## src/rtl/alu_issue_queue_if.sv

```systemverilog
// alu_issue_queue_if
//   Bundles the two decode enqueue lanes, the execute-side stall and the
//   two registered issue slots of alu_issue_queue.
//   master : producer/consumer side (decode + execute)
//   slave  : the issue queue itself
//   Enqueue : enq{0,1}_valid/opr/is_br/rd/rs1/rs2/op1/op2, enq_ready
//   Issue   : issue_stall, a_valid/opr/is_br/rd/op1/op2, b_valid/opr/rd/op1/op2
interface alu_issue_queue_if;
  logic        enq0_valid;
  logic        enq1_valid;
  logic [3:0]  enq0_opr;
  logic [3:0]  enq1_opr;
  logic        enq0_is_br;
  logic        enq1_is_br;
  logic [4:0]  enq0_rd;
  logic [4:0]  enq0_rs1;
  logic [4:0]  enq0_rs2;
  logic [4:0]  enq1_rd;
  logic [4:0]  enq1_rs1;
  logic [4:0]  enq1_rs2;
  logic [63:0] enq0_op1;
  logic [63:0] enq0_op2;
  logic [63:0] enq1_op1;
  logic [63:0] enq1_op2;
  logic        enq_ready;
  logic        issue_stall;
  logic        a_valid;
  logic [3:0]  a_opr;
  logic        a_is_br;
  logic [4:0]  a_rd;
  logic [63:0] a_op1;
  logic [63:0] a_op2;
  logic        b_valid;
  logic [3:0]  b_opr;
  logic [4:0]  b_rd;
  logic [63:0] b_op1;
  logic [63:0] b_op2;

  modport master (
    output enq0_valid, enq1_valid, enq0_opr, enq1_opr, enq0_is_br, enq1_is_br,
           enq0_rd, enq0_rs1, enq0_rs2, enq1_rd, enq1_rs1, enq1_rs2,
           enq0_op1, enq0_op2, enq1_op1, enq1_op2, issue_stall,
    input  enq_ready, a_valid, a_opr, a_is_br, a_rd, a_op1, a_op2,
           b_valid, b_opr, b_rd, b_op1, b_op2
  );

  modport slave (
    input  enq0_valid, enq1_valid, enq0_opr, enq1_opr, enq0_is_br, enq1_is_br,
           enq0_rd, enq0_rs1, enq0_rs2, enq1_rd, enq1_rs1, enq1_rs2,
           enq0_op1, enq0_op2, enq1_op1, enq1_op2, issue_stall,
    output enq_ready, a_valid, a_opr, a_is_br, a_rd, a_op1, a_op2,
           b_valid, b_opr, b_rd, b_op1, b_op2
  );
endinterface

```

## src/rtl/alu_issue_queue.sv

```systemverilog
// alu_issue_queue
//   Dual-issue in-order queue between register-read and the two ALUs.
//   Slot A feeds the branch-capable ALU, slot B the arithmetic-only ALU.
//   Ports:
//     clk    rising-edge clock
//     rst_n  asynchronous active-low reset
//     flush  discard all queued and staged ops (branch redirect)
//     bus    alu_issue_queue_if.slave: enqueue lanes, enq_ready,
//            issue_stall and registered slot A/B outputs
//   Configuration macro:
//     ALU_ISSUE_RAW_CHECK_EN  when defined, a head+1 op that reads the head's
//                             destination register is kept off slot B.
//                             When undefined, rs1/rs2 are not used.
module alu_issue_queue #(
  parameter int DEPTH = 8
) (
  input  logic             clk,
  input  logic             rst_n,
  input  logic             flush,
  alu_issue_queue_if.slave bus
);

  localparam int PW = $clog2(DEPTH);
  localparam logic [PW:0]   READY_MAX = (PW+1)'(DEPTH - 2);
  localparam logic [PW:0]   CNT_ZERO  = (PW+1)'(1'b0);
  localparam logic [PW:0]   CNT_TWO   = (PW+1)'(2'd2);
  localparam logic [PW-1:0] PTR_ZERO  = PW'(1'b0);
  localparam logic [PW-1:0] PTR_ONE   = PW'(1'b1);

  // Payload storage
  logic [3:0]  opr_mem [DEPTH];
  logic        br_mem  [DEPTH];
  logic [4:0]  rd_mem  [DEPTH];
  logic [63:0] op1_mem [DEPTH];
  logic [63:0] op2_mem [DEPTH];
`ifdef ALU_ISSUE_RAW_CHECK_EN
  logic [4:0]  rs1_mem [DEPTH];
  logic [4:0]  rs2_mem [DEPTH];
`else
  logic        unused_rs_s;
  assign unused_rs_s = ^{bus.enq0_rs1, bus.enq0_rs2, bus.enq1_rs1, bus.enq1_rs2};
`endif

  logic [PW-1:0] head_r;
  logic [PW-1:0] tail_r;
  logic [PW:0]   count_r;

  logic          enq_ready_s;
  logic [1:0]    enq_n_s;
  logic [1:0]    deq_n_s;
  logic [PW-1:0] next_ptr_s;
  logic [PW-1:0] tail_next_s;
  logic          has_head_s;
  logic          has_next_s;
  logic          raw_s;
  logic          pair_s;

  assign bus.enq_ready = enq_ready_s;

  // Enqueue acceptance and issue pairing decision for this cycle
  always_comb begin
    enq_ready_s = (count_r <= READY_MAX);
    next_ptr_s  = head_r + PTR_ONE;
    tail_next_s = tail_r + PTR_ONE;
    has_head_s  = (count_r != CNT_ZERO);
    has_next_s  = (count_r >= CNT_TWO);
    raw_s       = 1'b0;
    if (enq_ready_s && bus.enq0_valid) begin
      enq_n_s = bus.enq1_valid ? 2'd2 : 2'd1;
    end else begin
      enq_n_s = 2'd0;
    end
`ifdef ALU_ISSUE_RAW_CHECK_EN
    raw_s = (rd_mem[head_r] != 5'd0) &&
            ((rs1_mem[next_ptr_s] == rd_mem[head_r]) ||
             (rs2_mem[next_ptr_s] == rd_mem[head_r]));
`endif
    // Stored entries beyond count are stale; has_next_s masks them.
    pair_s = has_next_s && !br_mem[head_r] && !br_mem[next_ptr_s] && !raw_s;
    if (flush || bus.issue_stall) begin
      deq_n_s = 2'd0;
    end else if (!has_head_s) begin
      deq_n_s = 2'd0;
    end else if (pair_s) begin
      deq_n_s = 2'd2;
    end else begin
      deq_n_s = 2'd1;
    end
  end

  // Payload writes; entries above count are never read, so no reset is needed
  always_ff @(posedge clk) begin
    if (!flush && (enq_n_s != 2'd0)) begin
      opr_mem[tail_r] <= bus.enq0_opr;
      br_mem[tail_r]  <= bus.enq0_is_br;
      rd_mem[tail_r]  <= bus.enq0_rd;
      op1_mem[tail_r] <= bus.enq0_op1;
      op2_mem[tail_r] <= bus.enq0_op2;
`ifdef ALU_ISSUE_RAW_CHECK_EN
      rs1_mem[tail_r] <= bus.enq0_rs1;
      rs2_mem[tail_r] <= bus.enq0_rs2;
`endif
      if (enq_n_s == 2'd2) begin
        opr_mem[tail_next_s] <= bus.enq1_opr;
        br_mem[tail_next_s]  <= bus.enq1_is_br;
        rd_mem[tail_next_s]  <= bus.enq1_rd;
        op1_mem[tail_next_s] <= bus.enq1_op1;
        op2_mem[tail_next_s] <= bus.enq1_op2;
`ifdef ALU_ISSUE_RAW_CHECK_EN
        rs1_mem[tail_next_s] <= bus.enq1_rs1;
        rs2_mem[tail_next_s] <= bus.enq1_rs2;
`endif
      end
    end
  end

  // Pointers, count and registered issue slots
  always_ff @(posedge clk or negedge rst_n) begin
    if (!rst_n) begin
      head_r      <= PTR_ZERO;
      tail_r      <= PTR_ZERO;
      count_r     <= CNT_ZERO;
      bus.a_valid <= 1'b0;
      bus.a_opr   <= 4'd0;
      bus.a_is_br <= 1'b0;
      bus.a_rd    <= 5'd0;
      bus.a_op1   <= 64'd0;
      bus.a_op2   <= 64'd0;
      bus.b_valid <= 1'b0;
      bus.b_opr   <= 4'd0;
      bus.b_rd    <= 5'd0;
      bus.b_op1   <= 64'd0;
      bus.b_op2   <= 64'd0;
    end else if (flush) begin
      // Redirect wins over enqueue, issue and stall.
      head_r      <= PTR_ZERO;
      tail_r      <= PTR_ZERO;
      count_r     <= CNT_ZERO;
      bus.a_valid <= 1'b0;
      bus.b_valid <= 1'b0;
    end else begin
      tail_r  <= tail_r + PW'(enq_n_s);
      head_r  <= head_r + PW'(deq_n_s);
      count_r <= count_r + (PW+1)'(enq_n_s) - (PW+1)'(deq_n_s);
      if (!bus.issue_stall) begin
        bus.a_valid <= has_head_s;
        bus.a_opr   <= has_head_s ? opr_mem[head_r] : 4'd0;
        bus.a_is_br <= has_head_s ? br_mem[head_r]  : 1'b0;
        bus.a_rd    <= has_head_s ? rd_mem[head_r]  : 5'd0;
        bus.a_op1   <= has_head_s ? op1_mem[head_r] : 64'd0;
        bus.a_op2   <= has_head_s ? op2_mem[head_r] : 64'd0;
        bus.b_valid <= pair_s;
        bus.b_opr   <= pair_s ? opr_mem[next_ptr_s] : 4'd0;
        bus.b_rd    <= pair_s ? rd_mem[next_ptr_s]  : 5'd0;
        bus.b_op1   <= pair_s ? op1_mem[next_ptr_s] : 64'd0;
        bus.b_op2   <= pair_s ? op2_mem[next_ptr_s] : 64'd0;
      end
    end
  end

endmodule

```

## src/flat_wrapper.sv

```systemverilog
// flat-port wrapper written by rule: the top's interface ports become plain ports
module alu_issue_queue_flat 
#(
  parameter int DEPTH = 8
)
  (clk, rst_n, flush, bus_enq0_valid, bus_enq1_valid, bus_enq0_opr, bus_enq1_opr, bus_enq0_is_br, bus_enq1_is_br, bus_enq0_rd, bus_enq0_rs1, bus_enq0_rs2, bus_enq1_rd, bus_enq1_rs1, bus_enq1_rs2, bus_enq0_op1, bus_enq0_op2, bus_enq1_op1, bus_enq1_op2, bus_issue_stall, bus_enq_ready, bus_a_valid, bus_a_opr, bus_a_is_br, bus_a_rd, bus_a_op1, bus_a_op2, bus_b_valid, bus_b_opr, bus_b_rd, bus_b_op1, bus_b_op2);
  alu_issue_queue_if bus_i ();
  input  logic clk;
  input  logic rst_n;
  input  logic flush;
  input wire logic [$bits(bus_i.enq0_valid)-1:0] bus_enq0_valid;
  input wire logic [$bits(bus_i.enq1_valid)-1:0] bus_enq1_valid;
  input wire logic [$bits(bus_i.enq0_opr)-1:0] bus_enq0_opr;
  input wire logic [$bits(bus_i.enq1_opr)-1:0] bus_enq1_opr;
  input wire logic [$bits(bus_i.enq0_is_br)-1:0] bus_enq0_is_br;
  input wire logic [$bits(bus_i.enq1_is_br)-1:0] bus_enq1_is_br;
  input wire logic [$bits(bus_i.enq0_rd)-1:0] bus_enq0_rd;
  input wire logic [$bits(bus_i.enq0_rs1)-1:0] bus_enq0_rs1;
  input wire logic [$bits(bus_i.enq0_rs2)-1:0] bus_enq0_rs2;
  input wire logic [$bits(bus_i.enq1_rd)-1:0] bus_enq1_rd;
  input wire logic [$bits(bus_i.enq1_rs1)-1:0] bus_enq1_rs1;
  input wire logic [$bits(bus_i.enq1_rs2)-1:0] bus_enq1_rs2;
  input wire logic [$bits(bus_i.enq0_op1)-1:0] bus_enq0_op1;
  input wire logic [$bits(bus_i.enq0_op2)-1:0] bus_enq0_op2;
  input wire logic [$bits(bus_i.enq1_op1)-1:0] bus_enq1_op1;
  input wire logic [$bits(bus_i.enq1_op2)-1:0] bus_enq1_op2;
  input wire logic [$bits(bus_i.issue_stall)-1:0] bus_issue_stall;
  output wire logic [$bits(bus_i.enq_ready)-1:0] bus_enq_ready;
  output wire logic [$bits(bus_i.a_valid)-1:0] bus_a_valid;
  output wire logic [$bits(bus_i.a_opr)-1:0] bus_a_opr;
  output wire logic [$bits(bus_i.a_is_br)-1:0] bus_a_is_br;
  output wire logic [$bits(bus_i.a_rd)-1:0] bus_a_rd;
  output wire logic [$bits(bus_i.a_op1)-1:0] bus_a_op1;
  output wire logic [$bits(bus_i.a_op2)-1:0] bus_a_op2;
  output wire logic [$bits(bus_i.b_valid)-1:0] bus_b_valid;
  output wire logic [$bits(bus_i.b_opr)-1:0] bus_b_opr;
  output wire logic [$bits(bus_i.b_rd)-1:0] bus_b_rd;
  output wire logic [$bits(bus_i.b_op1)-1:0] bus_b_op1;
  output wire logic [$bits(bus_i.b_op2)-1:0] bus_b_op2;
  assign bus_i.enq0_valid = bus_enq0_valid;
  assign bus_i.enq1_valid = bus_enq1_valid;
  assign bus_i.enq0_opr = bus_enq0_opr;
  assign bus_i.enq1_opr = bus_enq1_opr;
  assign bus_i.enq0_is_br = bus_enq0_is_br;
  assign bus_i.enq1_is_br = bus_enq1_is_br;
  assign bus_i.enq0_rd = bus_enq0_rd;
  assign bus_i.enq0_rs1 = bus_enq0_rs1;
  assign bus_i.enq0_rs2 = bus_enq0_rs2;
  assign bus_i.enq1_rd = bus_enq1_rd;
  assign bus_i.enq1_rs1 = bus_enq1_rs1;
  assign bus_i.enq1_rs2 = bus_enq1_rs2;
  assign bus_i.enq0_op1 = bus_enq0_op1;
  assign bus_i.enq0_op2 = bus_enq0_op2;
  assign bus_i.enq1_op1 = bus_enq1_op1;
  assign bus_i.enq1_op2 = bus_enq1_op2;
  assign bus_i.issue_stall = bus_issue_stall;
  assign bus_enq_ready = bus_i.enq_ready;
  assign bus_a_valid = bus_i.a_valid;
  assign bus_a_opr = bus_i.a_opr;
  assign bus_a_is_br = bus_i.a_is_br;
  assign bus_a_rd = bus_i.a_rd;
  assign bus_a_op1 = bus_i.a_op1;
  assign bus_a_op2 = bus_i.a_op2;
  assign bus_b_valid = bus_i.b_valid;
  assign bus_b_opr = bus_i.b_opr;
  assign bus_b_rd = bus_i.b_rd;
  assign bus_b_op1 = bus_i.b_op1;
  assign bus_b_op2 = bus_i.b_op2;
  alu_issue_queue #(.DEPTH(DEPTH)) u_core (.clk(clk), .rst_n(rst_n), .flush(flush), .bus(bus_i));
endmodule
```

## config.mk

```make
export PLATFORM = sky130hd
export DESIGN_NAME = alu_issue_queue_flat
export DESIGN_NICKNAME = d
export VERILOG_FILES = /design/src/rtl/alu_issue_queue_if.sv /design/src/rtl/alu_issue_queue.sv /design/src/flat_wrapper.sv
export SDC_FILE = /design/constraint.sdc
export NUM_CORES = 2
export LEC_CHECK = 0
export ABC_AREA = 0
export CORE_AREA = 2 2 390 392
export DETAILED_ROUTE_END_ITERATION = 8
export DIE_AREA = 0 0 392 394
export PLACE_DENSITY_LB_ADDON = 0.05
export SLEW_MARGIN = 20
export SYNTH_ARGS = -nofsm -noshare
export SYNTH_HDL_FRONTEND = slang
export SYNTH_SLANG_ARGS = --single-unit
```

## constraint.sdc

```tcl
create_clock -name clk -period 24.3 [get_ports clk]
set_clock_uncertainty 0.2 [all_clocks]
set_input_delay 2.43 -clock clk [delete_from_list [all_inputs] [get_ports clk]]
set_output_delay 2.43 -clock clk [all_outputs]
set_load 0.01 [all_outputs]
```

After elaboration in Yosys (flattened, before gate mapping)
Memories as Yosys holds them, arrays and structs flattened.
Cells that the tools add are included.
{"block": "word_totals", "regBits": 287, "latchBits": 0, "ram_bits": 1104, "mem_bits_ro": 0, "out_inout_bits": 278, "mem_count": 5}
{"block": "op_classes", "add_sub_neg": 6, "n_mul": 0, "div": 0, "n_lt_le_gt_ge": 2, "eq_ne": 2, "shifts": 0, "muxes": 26, "n_bitwise": 2, "n_reduce_logical": 11}
{"memory": "u_core.op1_mem", "depth": 8, "width": 64, "read_ports": 2, "rd_clocked_by_memory_dff": 0, "write_ports": 2, "line": "alu_issue_queue.sv:34", "text": "logic [63:0] op1_mem [DEPTH];"}
{"memory": "u_core.op2_mem", "depth": 8, "width": 64, "read_ports": 2, "rd_clocked_by_memory_dff": 0, "write_ports": 2, "line": "alu_issue_queue.sv:35", "text": "logic [63:0] op2_mem [DEPTH];"}
{"memory": "u_core.rd_mem", "depth": 8, "width": 5, "read_ports": 2, "rd_clocked_by_memory_dff": 0, "write_ports": 2, "line": "alu_issue_queue.sv:33", "text": "logic [4:0] rd_mem [DEPTH];"}
{"memory": "u_core.opr_mem", "depth": 8, "width": 4, "read_ports": 2, "rd_clocked_by_memory_dff": 0, "write_ports": 2, "line": "alu_issue_queue.sv:31", "text": "logic [3:0] opr_mem [DEPTH];"}
{"memory": "u_core.br_mem", "depth": 8, "width": 1, "read_ports": 2, "rd_clocked_by_memory_dff": 0, "write_ports": 2, "line": "alu_issue_queue.sv:32", "text": "logic br_mem [DEPTH];"}
{"operator": "64-bit two-way mux", "count": 4}
{"operator": "4-bit two-way mux", "count": 3}
{"operator": "1-bit two-way mux", "count": 10}
{"operator": "2-bit two-way mux", "count": 5}
{"operator": "5-bit two-way mux", "count": 2}
{"operator": "3-bit by 1-bit adder with 3-bit output, second input constant", "count": 2}
{"operator": "3-bit by 2-bit adder with 3-bit output", "count": 2}
{"operator": "3-bit two-way mux", "count": 2}
{"operator": "4-bit by 2-bit adder with 4-bit output", "count": 1}
{"operator": "4-bit by 2-bit >= comparator with 1-bit output, second input constant", "count": 1}
{"operator": "4-bit by 3-bit <= comparator with 1-bit output, second input constant", "count": 1}
{"operator": "1-bit logical AND", "count": 4}
{"operator": "4-bit nonzero test", "count": 1}
{"operator": "4-bit by 2-bit subtractor with 4-bit output", "count": 1}
{"operator": "1-bit logical NOT", "count": 3}
{"operator": "2-bit equality test, second input constant", "count": 1}
{"operator": "2-bit inequality test, second input constant", "count": 1}
{"operator": "1-bit inverter", "count": 2}
{"operator": "2-bit AND reduction", "count": 1}
{"operator": "2-bit nonzero test", "count": 1}
{"operator": "1-bit logical OR", "count": 1}

Logic depth before layout (Yosys ltp)
An unclocked memory read counts as a cell.
{"block": "depth", "depth_word": 9, "mapped_depth": 15}

Worst setup path before layout
Ideal clock, no wire load.
{"block": "synth_path", "kind": "input to register", "startpoint": "in flush", "endpoint": "mem u_core.br_mem[1], enable pin", "setup_time_ps": 845, "t_arrival_ps": 13280, "t_required_ps": 23255, "setup_slack_ps": 9975, "cell_stages": 3, "n_path_buf": 0, "cell_sequence": "a2111oi_4 -> nand2_1 -> o32ai_1"}
{"element": "start, declared", "line": "flat_wrapper.sv:10", "text": "input logic flush;"}
{"element": "end, declared", "line": "alu_issue_queue.sv:32"}

==> results by group <==
Outcome
  – Status: finished clean

Power
  – Lkg Pwr: 27.7 nW
  – Overall Power: roughly 7.5 mW
  – Maximum vdd drop: 0.0746 mV
  – Pwr dens: 87.9 nW/µm²

Critical path
  – CP Data Required Time: between 20 and 25 ns
  – CP Capture Type: register
  – CP arrival: 7.12 ns
  – Critical Path Source Type: primary input
  – Crit Path Category: in2reg
  – CP max FO: 41

Routing
  – Routed WL: ~220000 µm
  – Final ANT Viol Nets: 0
  – Via count: 43600
  – Residual DRC: 0
  – Starting DRT DRC Count: roughly 3500
  – First drt pass iteration count: 6
  – Via-to-Cell Ratio: 6.28
  – Avg WL per Cell: 31.5 µm

Global routing
  – Antenna violations before repair: 57
  – Largest net degree at the start of global routing: 141
  – Vias in the first global route: 44900
  – Gr ovfl total: 0
  – Total GRT Usage: 28.4%
  – First-pass GRT wire length: approximately 320000 µm

Synthesis
  – Synth Warn #: 0
  – Post-synth top area share: 45.3%
  – Mean Syn Cell Area: 16.9 µm²
  – EDFF count, synth: 1104
  – Yosys cell types: 37
  – Register bit total from synthesis: 1391
  – Synth area leaders: edfxtp_1 45%, mux2_2 17%, mux4_2 17%
  – Area leader, netlist: edfxtp_1
  – Most used DFF post-synth: edfxtp_1
  – Post-Syn Area: between 70000 and 80000 µm²
  – Synth async-reset ratio: 20.6%
  – Mapped Cells: roughly 4300
  – Sequential area share after synthesis: 55.2%
  – Leading post-synthesis cells by instance count: 1104 x edfxtp_1, 1104 x mux2_2, 551 x mux4_2, 287 x dfrtp_1, 283 x nand2_1
  – Post-Syn Nets: ~4600

Final layout
  – Layout cells sized above 1: about two fifths
  – Final-stage net count: between 5000 and 6000
  – Area Growth Syn to Fin: 17.2%

Place
  – Detailed placer's ending HPWL: 118000 µm
  – GP Congestion: 0.751
  – Port Buf Inserts: 559

Timing
  – RSZ-0062 raised after global routing: false
  – Slew margin rel.: a little under a quarter
  – Final worst-path cycle share: about 28%
  – Final TNS setup: 0 ns
  – Setup Viol. Count Final: 0
  – Crit path time final: 6.90 ns
  – Slew @ Worst Pin: 1.16 ns
  – Achievable clock frequency: 0.145 GHz
  – Fin. max-slew vios: 0
  – Final hold viol count: 0

Clock network
  – Postcts setup bufs: 0
  – PostCTS Resize Cnt: 0
  – Worst-Skew Late Latency: 0.79 ns
  – CTS tree: yes
  – Sink Count: 1391
  – Htree depth: 4
  – Clock slew at reported path FFs: 0.06 ns
  – Root buffer cell: clkbuf_16
  – CTS Buf Count: between 150 and 200
  – Hold_buf cts: 0
  – Clk buf depth: 3

Worst hold path
  – Type of the tightest min-delay check: reg2reg

Die
  – Die X: 392 µm
  – Die Y: approximately 390 µm
  – Die area: 154000 µm²
  – Initial core utilization: around half
  – I/O pin cnt: a little under 600
  – Core Area: 151000 µm²
  – Row count: 143

Flow run
  – Total of max-cap violations: 0
## critical path, cell delays in order
cell             delay, ns
clkdlybuf4s50_1       0.40
buf_4                 0.21
a2111o_1              0.56
nor4_4                0.28
buf_4                 0.74
o21bai_4              0.61
buf_4                 0.67
buf_4                 0.56
buf_4                 0.58
## power breakdown
part,leakage [nW],switching (mW),internal [mW]
Clock,2.50,0.990,1.37
Sequential,13.8,0.187,2.85
Combinational,11.4,1.03,1.11
Total,27.7,2.21,5.33
## layout make-up
cell class,count,area (µm²)
inverters,12,45.0
clock buffers,226,4530
diodes,19,47.5
clock inverters,68,544
well taps,2030,2540
flip-flops and latches,1391,40300
multi-input cells,2564,31200
repair buffers,642,6410
fillers,12000,65000
## stage by stage
stage                     std cells  hold WS [ns]  cell area [µm²]  util [%]  setup slack, ns
after floorplan                4321         0.316            73100         -             9.98
after global placement         6639         0.259            80600      53.5            16.54
after detailed placement       6639         0.266            80600      53.5            16.57
after CTS                      6933         0.279            85600      56.9            17.41
after global routing           6946         0.292            85700      56.9            17.31
final                          6952         0.271            85700      56.9            17.40
## final timing paths
| path | slack, ns | cells after the start | end | from |
|---|---|---|---|---|
| min in group asynchronous | 1.47 | 1 | u_core.bus.b_rd[2]$_DFFE_PN0P_ | rst_n |
| max in group asynchronous | 20.33 | 3 | u_core.bus.a_op2[42]$_DFFE_PN0P_ | rst_n |
| hold / removal | 0.27 | 2 | u_core.bus.b_op2[1]$_DFFE_PN0P_ | u_core.bus.b_op2[1]$_DFFE_PN0P_ |
| setup reg to reg | 18.43 | 10 | u_core.head_r[2]$_DFF_PN0_ | u_core.head_r[1]$_DFF_PN0_ |
| hold reg to reg | 0.27 | 2 | u_core.bus.b_op2[1]$_DFFE_PN0P_ | u_core.bus.b_op2[1]$_DFFE_PN0P_ |
| setup / recovery | 17.40 | 9 | u_core.op2_mem[3][42]$_DFFE_PP_ | flush |
## registers in the layout, summed over array words and instances, names as in the netlist
| signal | flops |
|---|---|
| u_core.bus.a_op1 | 64 |
| u_core.bus.b_opr | 4 |
| u_core.br_mem | 8 |
| u_core.bus.b_op1 | 64 |
| u_core.rd_mem | 40 |
| u_core.bus.b_valid | 1 |
| u_core.opr_mem | 32 |
| u_core.bus.a_op2 | 64 |
| u_core.bus.a_rd | 5 |
| u_core.tail_r | 3 |
| u_core.op1_mem | 512 |
| u_core.bus.b_rd | 5 |
| u_core.head_r | 3 |
| u_core.op2_mem | 512 |
| u_core.bus.b_op2 | 64 |
| u_core.bus.a_opr | 4 |
| u_core.bus.a_is_br | 1 |
| u_core.count_r | 4 |
| u_core.bus.a_valid | 1 |
## logic make-up (layout without fill, tap and decap cells)
logic type	count (synthesis)	in the layout	share of synthesized area, %
AO/OA/AOI/OAI	291	291	2.52
XOR/XNOR	7	7	0.0838
adder cells (fa/ha/maj)	14	14	0.281
buffers and inverters	366	948	2.42
flip-flops	1391	1391	55.2
multiplexers	1934	1934	37.8
other	0	19	0
AND/OR/NAND/NOR	318	318	1.75
## placed cells by master, fill, tap and decap left out, types with 15 or more instances in the layout
| cell | n |
|---|---|
| buf_12 | 15 |
| buf_4 | 68 |
| clkbuf_1 | 44 |
| clkbuf_16 | 165 |
| clkbuf_8 | 17 |
| clkdlybuf4s50_1 | 558 |
| clkinv_1 | 15 |
| clkinv_2 | 36 |
| dfrtp_1 | 284 |
| diode_2 | 19 |
| edfxtp_1 | 1104 |
| mux2_2 | 1104 |
| mux2i_1 | 279 |
| mux4_2 | 551 |
| nand2_1 | 283 |
| o21ai_0 | 140 |
| o31ai_1 | 137 |
## metal layers
layer / vias up / global-route usage (%) / wire (µm)
met5: - / 0 / 382
met1: 23200 / 39.0 / 90800
li1: 18500 / - / -
met2: 1520 / 45.9 / 107000
met4: 62 / 7.83 / 5050
met3: 334 / 5.87 / 16000
Note: power is estimated with default switching activity, not from simulation.
